### config.mk
export PLATFORM = sky130hd
export DESIGN_NAME = exc_ctrl
export DESIGN_NICKNAME = d
export VERILOG_FILES = /design/src/rtl/exc_ctrl_pkg.sv /design/src/rtl/exc_prio.sv /design/src/rtl/exc_ctrl.sv
export SDC_FILE = /design/constraint.sdc
export NUM_CORES = 1
export LEC_CHECK = 0
export BUFFER_PORTS_ARGS = -buffer_cell sky130_fd_sc_hd__buf_2
export CORE_UTILIZATION = 45
export DETAILED_ROUTE_END_ITERATION = 8
export PLACE_DENSITY = 0.75
export SETUP_SLACK_MARGIN = 0.05
export SLEW_MARGIN = 40
export SYNTH_ARGS = -nofsm -noshare
export SYNTH_HDL_FRONTEND = slang
export SYNTH_SLANG_ARGS = --single-unit
### constraint.sdc
create_clock -name clk -period 3.4 [get_ports clk]
set_clock_uncertainty 0.15 [all_clocks]
set_input_delay 0.85 -clock clk [delete_from_list [all_inputs] [get_ports clk]]
set_output_delay 0.85 -clock clk [all_outputs]
set_load 0.02 [all_outputs]
### src/rtl/exc_ctrl_pkg.sv
// Shared constants for the exception sequencer: MIPS ExcCodes, FSM state
// encodings and the two exception vector addresses.
package exc_ctrl_pkg;

  localparam logic [4:0] EXC_INT  = 5'h00;
  localparam logic [4:0] EXC_ADEL = 5'h04;
  localparam logic [4:0] EXC_ADES = 5'h05;
  localparam logic [4:0] EXC_SYS  = 5'h08;
  localparam logic [4:0] EXC_BP   = 5'h09;
  localparam logic [4:0] EXC_RI   = 5'h0a;
  localparam logic [4:0] EXC_OV   = 5'h0c;

  localparam logic [31:0] VEC_BEV1 = 32'hBFC0_0380;
  localparam logic [31:0] VEC_BEV0 = 32'h8000_0180;

  typedef enum logic [1:0] {
    ST_IDLE     = 2'd0,
    ST_DRAIN    = 2'd1,
    ST_COMMIT   = 2'd2,
    ST_REDIRECT = 2'd3
  } exc_state_e;

endpackage

### src/rtl/exc_prio.sv
// Combinational priority encoder: picks the winning exception source for the
// commit instruction, or flags an ERET when no exception is present.
module exc_prio
  import exc_ctrl_pkg::*;
(
  input  logic        int_req,
  input  logic        c_if_adel,
  input  logic        c_ri,
  input  logic        c_ov,
  input  logic        c_sys,
  input  logic        c_bp,
  input  logic        c_d_adel,
  input  logic        c_d_ades,
  input  logic        c_eret,
  input  logic [31:0] c_pc,
  input  logic [31:0] c_d_vaddr,
  output logic        hit,
  output logic [4:0]  excode,
  output logic [31:0] badvaddr,
  output logic        is_eret
);

  always_comb begin
    excode   = '0;
    badvaddr = '0;
    is_eret  = 1'b0;
    hit      = int_req | c_if_adel | c_ri | c_ov | c_sys | c_bp |
               c_d_adel | c_d_ades | c_eret;
    if (int_req) begin
      excode = EXC_INT;
    end else if (c_if_adel) begin
      excode   = EXC_ADEL;
      badvaddr = c_pc;
    end else if (c_ri) begin
      excode = EXC_RI;
    end else if (c_ov) begin
      excode = EXC_OV;
    end else if (c_sys) begin
      excode = EXC_SYS;
    end else if (c_bp) begin
      excode = EXC_BP;
    end else if (c_d_adel) begin
      excode   = EXC_ADEL;
      badvaddr = c_d_vaddr;
    end else if (c_d_ades) begin
      excode   = EXC_ADES;
      badvaddr = c_d_vaddr;
    end else if (c_eret) begin
      // ERET only redirects when nothing above it fired; excode stays 0.
      is_eret = 1'b1;
    end
  end

endmodule

### src/rtl/exc_ctrl.sv
// Exception/interrupt sequencer: captures the commit-stage event, drains the
// data bus, strobes CP0 for one cycle, flushes and holds a fetch redirect.
// Redirect handshake: redirect_valid is held with a stable redirect_pc until a
// cycle where redirect_valid & redirect_ready are both high at the clock edge.
module exc_ctrl
  import exc_ctrl_pkg::*;
(
  input  logic        clk,
  input  logic        resetn,
  input  logic        c_valid,
  input  logic [31:0] c_pc,
  input  logic        c_bd,
  input  logic        c_if_adel,
  input  logic        c_ri,
  input  logic        c_ov,
  input  logic        c_sys,
  input  logic        c_bp,
  input  logic        c_d_adel,
  input  logic        c_d_ades,
  input  logic        c_eret,
  input  logic [31:0] c_d_vaddr,
  input  logic        int_req,
  input  logic        status_bev,
  input  logic [31:0] cp0_epc,
  input  logic        mem_busy,
  output logic        commit_block,
  output logic        ex_valid,
  output logic        ex_eret,
  output logic [4:0]  ex_excode,
  output logic        ex_bd,
  output logic [31:0] ex_epc,
  output logic [31:0] ex_badvaddr,
  output logic        flush,
  output logic        redirect_valid,
  output logic [31:0] redirect_pc,
  input  logic        redirect_ready,
  output exc_state_e  state_dbg
);

  exc_state_e  state_q, state_d;
  logic [4:0]  excode_q, excode_d;
  logic        bd_q, bd_d;
  logic [31:0] epc_q, epc_d;
  logic [31:0] badvaddr_q, badvaddr_d;
  logic        eret_q, eret_d;
  logic [31:0] target_q, target_d;

  logic        prio_hit, prio_eret, evt;
  logic [4:0]  prio_excode;
  logic [31:0] prio_badvaddr;

  exc_prio u_prio (
    .int_req   (int_req),
    .c_if_adel (c_if_adel),
    .c_ri      (c_ri),
    .c_ov      (c_ov),
    .c_sys     (c_sys),
    .c_bp      (c_bp),
    .c_d_adel  (c_d_adel),
    .c_d_ades  (c_d_ades),
    .c_eret    (c_eret),
    .c_pc      (c_pc),
    .c_d_vaddr (c_d_vaddr),
    .hit       (prio_hit),
    .excode    (prio_excode),
    .badvaddr  (prio_badvaddr),
    .is_eret   (prio_eret)
  );

  assign evt = (state_q == ST_IDLE) & c_valid & prio_hit;

  always_comb begin
    state_d    = state_q;
    excode_d   = excode_q;
    bd_d       = bd_q;
    epc_d      = epc_q;
    badvaddr_d = badvaddr_q;
    eret_d     = eret_q;
    target_d   = target_q;
    case (state_q)
      ST_IDLE: begin
        if (evt) begin
          state_d    = mem_busy ? ST_DRAIN : ST_COMMIT;
          excode_d   = prio_excode;
          bd_d       = c_bd;
          epc_d      = c_bd ? (c_pc - 32'd4) : c_pc;
          badvaddr_d = prio_badvaddr;
          eret_d     = prio_eret;
          target_d   = prio_eret ? cp0_epc : (status_bev ? VEC_BEV1 : VEC_BEV0);
        end
      end
      ST_DRAIN:    if (!mem_busy) state_d = ST_COMMIT;
      ST_COMMIT:   state_d = ST_REDIRECT;
      ST_REDIRECT: if (redirect_ready) state_d = ST_IDLE;
      default:     state_d = ST_IDLE;
    endcase
  end

  always_ff @(posedge clk or negedge resetn) begin
    if (!resetn) begin
      state_q    <= ST_IDLE;
      excode_q   <= '0;
      bd_q       <= 1'b0;
      epc_q      <= '0;
      badvaddr_q <= '0;
      eret_q     <= 1'b0;
      target_q   <= '0;
    end else begin
      state_q    <= state_d;
      excode_q   <= excode_d;
      bd_q       <= bd_d;
      epc_q      <= epc_d;
      badvaddr_q <= badvaddr_d;
      eret_q     <= eret_d;
      target_q   <= target_d;
    end
  end

  // CP0 payload is only presented alongside its strobe so stale captures never leak.
  assign commit_block   = evt | (state_q != ST_IDLE);
  assign ex_valid       = (state_q == ST_COMMIT);
  assign ex_eret        = ex_valid & eret_q;
  assign ex_excode      = ex_valid ? excode_q : 5'd0;
  assign ex_bd          = ex_valid & bd_q;
  assign ex_epc         = ex_valid ? epc_q : 32'd0;
  assign ex_badvaddr    = ex_valid ? badvaddr_q : 32'd0;
  assign flush          = (state_q == ST_COMMIT) | (state_q == ST_REDIRECT);
  assign redirect_valid = (state_q == ST_REDIRECT);
  assign redirect_pc    = redirect_valid ? target_q : 32'd0;
  assign state_dbg      = state_q;

endmodule

# Word level (Yosys, flattened, before mapping)
# Cells that the tools add are included.
[totals]
regBits = 105
in_bits = 112
wordCells = 69
[classes]
addsub = 1
n_eq_ne = 6
mux = 37
n_bitwise = 14
n_reduce_logical = 4
[op_table]
columns = ["cell", "n"]
rows = [
  ["two-way mux 32 bit", 13],
  ["two-way mux 5 bit", 8],
  ["subtractor 32 x 3 -> 32 bit, second input constant", 1],
  ["two-way mux 30 bit", 1],
  ["bitwise OR 1 bit", 10],
  ["two-way mux 1 bit", 9],
  ["two-way mux 2 bit", 4],
  ["case mux 2 bit (4 select lines)", 1],
  ["bitwise AND 1 bit", 4],
  ["== test 2 bit, second input constant", 2],
  ["inequality test 2 bit, second input constant", 2],
  ["two-way mux 3 bit", 1],
  ["AND reduction 3 bit", 1],
  ["== test 2 x 1 -> 1 bit, second input constant", 1],
  ["logical NOT 2 bit", 1],
  ["inequality test 2 x 1 -> 1 bit, second input constant", 1],
  ["AND reduction 2 bit", 1],
  ["nonzero test 2 bit", 1],
]

# Longest topological paths before layout
[logic_depth]
depth_word = 11
depth_mapped = 9

# Hierarchy
# From an unflattened synthesis, not the netlist that was laid out.
[hier_totals]
hier_cells = 699
hier_area_um2 = 5909.4
[modules_own_cells]
columns = ["mod", "instances", "cells_each", "area_each_um2"]
rows = [
  ["exc_ctrl", 1, 635, 5388.9],
  ["exc_prio", 1, 64, 520.5],
]

# Least setup slack after synthesis
# No wires, ideal clock.
[synth_timing]
kind = "input-to-output"
startpoint = "input port c_if_adel"
endpoint = "output port commit_block"
arrival_ps = 2394
required_ps = 2400
path_slack_ps = 6
path_stages = 7
path_buffers = 4
path_cell_list = "buf_2 or4_1 o31ai_2 buf_2 buf_6 buf_4 nand2_1"
[synth_between]
elab_chain_cells = 10
[synth_lines]
columns = ["element", "line", "text"]
rows = [
  ["from (decl)", "exc_ctrl.sv:13", "input logic c_if_adel,"],
  ["bitwise OR 1 bit (6 in a row)", "exc_prio.sv:27", "hit = int_req | c_if_adel | c_ri | c_ov | c_sys | c_bp |"],
  ["bitwise OR 1 bit (2 in a row)", "exc_prio.sv:28", "c_d_adel | c_d_ades | c_eret;"],
  ["bitwise AND 1 bit", "exc_ctrl.sv:70", "assign evt = (state_q == ST_IDLE) & c_valid & prio_hit;"],
  ["bitwise OR 1 bit", "exc_ctrl.sv:120", "assign commit_block = evt | (state_q != ST_IDLE);"],
  ["to (decl)", "exc_ctrl.sv:26", "output logic commit_block,"],
]
# No other way between the ends.

# Worst setup path after layout
# Same ends and word-level chain as after synthesis.

==> results.py <==
metrics = {
    "pwr": {
        "p_seq_share_pct": 37.0,
        "p_sw_share_pct": 40.0,
        "cellInternalPower_uw": 3020,
        "p_switching_uw": 2020,
        "ir_worst_vdd_mv": 0.325,
        "clock_power_share_pct": 21.2,
        "power_uw": 5040,
        "leakage_uw": 0.00352,
        "p_comb_share_pct": 41.8,
        "powerDensity_nw_per_um2": 701,
    },
    "finish": {
        "design_area_um2": 7190,
        "area_growth_pct": 27.0,
        "num_antenna_cells": 0,
        "final_cells": 958,
        "drive_gt1_share_pct": 32.9,
        "finish.utilization_pct": 59.3,
        "layout.nets": 903,
    },
    "clock_network": {
        "cts_tree": "yes",
        "cts_resized": 0,
        "clkLatencyLatePin_ps": 350,
        "postCtsHoldBufs": 0,
        "root_buffer": "clkbuf_16",
        "clk_transition_reported_paths_ps": 70,
        "clock-sinks": 104,
        "clock_tree.buffer_depth": 2,
        "numCtsBuffers": 9,
        "cts_setup_buffers": 0,
        "htreeDepth": 3,
    },
    "die": {
        "die_area_um2": 13000,
        "die_x_um": 114,
        "initial_core_util_pct": 46.7,
        "row_count": 40,
        "die_y_um": 114,
        "ios": 221,
        "core_area_um2": 12100,
    },
    "critical_path": {
        "worstPathCellList": "buf_2, or4_1, o31ai_4, nand2_2, buf_2",
        "critPathMaxFanout": 3,
        "startpoint_type": "primary input",
        "cp_slowest_cell": "or4_1",
        "critPathMaxStageDelay_ps": 630,
        "rrSetupSlack_ps": 770,
        "critical_path_arrival_ps": 2150,
        "end_kind": "primary output",
        "cp_common_cell": "buf_2",
        "criticalPathCategory": "in2out",
        "required_ps": 2400,
    },
    "synthesis": {
        "ys_ff_latch": 104,
        "synth_edf_count": 0,
        "syn_area_per_cell_um2": 9.56,
        "synth_most_common_cell": "dfrtp_1",
        "synth_top_area_share_pct": 46.0,
        "synthCells": 592,
        "synth_warnings": 0,
        "synth_area_um2": 5660,
        "ys_seq_area_share_pct": 46.0,
        "netlist-cell-type-count": 47,
        "synthFlopType": "dfrtp_1",
        "synth_common_cells": "dfrtp_1 (104), and2_1 (102), nand2_1 (69)",
        "async_reset_ff_share_pct": 100,
        "synth_area_leaders": "dfrtp_1 (46%), and2_1 (11%), o31ai_1 (5.8%)",
        "syn_nets": 710,
        "synth_top_area_cell": "dfrtp_1",
    },
    "sta": {
        "drv_slew": 0,
        "fmax_mhz": 317,
        "rsz0062_at_grt": "no",
        "tns_ps": 0,
        "final_hold_viol_count": 0,
        "timing.final.crit_share_pct": 92.7,
        "timing.slew.headroom_pct": 57.8,
        "max_slew.worst_pin.slew_ps": 631,
        "setup_viol": 0,
        "fin_crit_ps": 3150,
    },
    "placed_design": {
        "place_hpwl_mm": 11.7,
        "port-buffer-count": 219,
        "place_congestion": 0.792,
        "dp_cells": 942,
        "postPlaceCellArea_um2": 6880,
    },
    "global_route": {
        "grt_max_degree": 137,
        "grt_pass1_wl_mm": 26.3,
        "antenna_found_initial": 0,
        "grt_pass1_vias": 5202,
        "track_usage_pct": 26.1,
        "grt_overflow": 0,
    },
    "drt": {
        "num_vias": 5299,
        "drt_iter0_drc": 359,
        "drc": 0,
        "final_antenna_net_count": 0,
        "via_per_inst": 5.53,
        "wl_per_cell_um": 17.3,
        "drt_wl_total_mm": 16.6,
        "dr.pass1.iters": 5,
    },
    "run": {
        "maxCapViolations": 0,
    },
    "worst_hold_path": {
        "hold_class": "reg2reg",
    },
    "outcome": {
        "status": "complete, no violations",
    },
}
[sequential cells by signal, indices dropped and copies added, names as in the netlist]
| signal | cells |
|---|---|
| epc_q | 32 |
| excode_q | 4 |
| bd_q | 1 |
| target_q | 32 |
| state_dbg | 2 |
| badvaddr_q | 32 |
| eret_q | 1 |
[path summary, 6_finish.rpt]
path / from / to / cells past startpoint
max: c_if_adel / commit_block / 5
min reg2reg: badvaddr_q[28] / badvaddr_q[28] / 2
min: badvaddr_q[28] / badvaddr_q[28] / 2
min in group asynchronous: resetn / badvaddr_q[31] / 1
max in group asynchronous: resetn / target_q[13] / 2
max reg2reg: state_dbg[0] / state_dbg[1] / 7
[worst max-delay path, delay by kind of cell]
kind / cells / cell delay, ps
buffers and inverters: 2 / 290
AND/OR/NAND/NOR: 2 / 720
AO/OA/AOI/OAI: 1 / 300
[power by group through the flow]
stage	Clock (µW)	Sequential [µW]	Combinational, µW
after floorplan	0	1830	1470
after detailed placement	0	1890	2120
after CTS	1090	1870	2130
after global routing	1140	1920	2310
final	1070	1870	2110
after global placement	0	1870	2070
[layout by cell type (no fill, tap or decap), types with 2 or more instances in the layout]
master	Yosys	final
o31a_1	4	4
or2_2	4	4
o21ai_1	5	5
xnor2_1	3	3
o22a_1	4	4
inv_1	8	8
nor2_1	23	23
dfrtp_1	104	104
nand2_1	69	68
or3_1	4	4
nand4_1	5	5
nor4_1	5	5
and2_1	102	102
a22oi_1	32	32
buf_4	7	11
nand4b_1	3	3
a31oi_1	13	13
clkinvlp_4	0	2
nand3_1	6	6
mux2i_1	4	4
or4_1	13	13
nand3b_1	3	3
ha_2	0	2
o31ai_1	44	44
xor2_1	11	11
a22o_1	20	20
nor3_1	6	6
clkbuf_16	0	9
o21ai_0	16	16
inv_6	0	2
buf_2	16	218
buf_12	0	3
ha_1	6	4
a221o_1	9	9
[layer usage]
| layer | wire length (µm) | up-vias | track usage [%] | share of wire, % |
|---|---|---|---|---|
| met5 | 0 | - | 0 | 0 |
| met1 | 7060 | 2569 | 32.6 | 43 |
| met2 | 8330 | 193 | 45.0 | 50 |
| li1 | - | 2516 | - | - |
| met3 | 906 | 21 | 5.19 | 5.5 |
| met4 | 266 | 0 | 9.61 | 1.6 |
[logic make-up after synthesis]
group                    synth area share, %
multiplexers                           0.708
AO/OA/AOI/OAI                           20.1
adder cells (fa/ha/maj)                 1.33
buffers and inverters                   4.80
flip-flops                              46.0
other                                 0.0663
AND/OR/NAND/NOR                         24.8
XOR/XNOR                                2.17
[area by class of cell]
| type | instances | area [µm²] |
|---|---|---|
| clock buffers | 9 | 225 |
| flip-flops and latches | 104 | 2600 |
| multi-input cells | 430 | 2810 |
| well taps | 168 | 210 |
| inverters | 8 | 30.0 |
| fillers | 1114 | 4920 |
| repair buffers | 232 | 1230 |
| clock inverters | 7 | 78.8 |
[through the flow]
stage	hold WS (ps)	setup slack [ps]
floorplan	288	73.0
global placement	302	279
detailed placement	305	259
CTS	323	239
global route	330	199
finish	320	247
(Power assumes the default switching activity.)
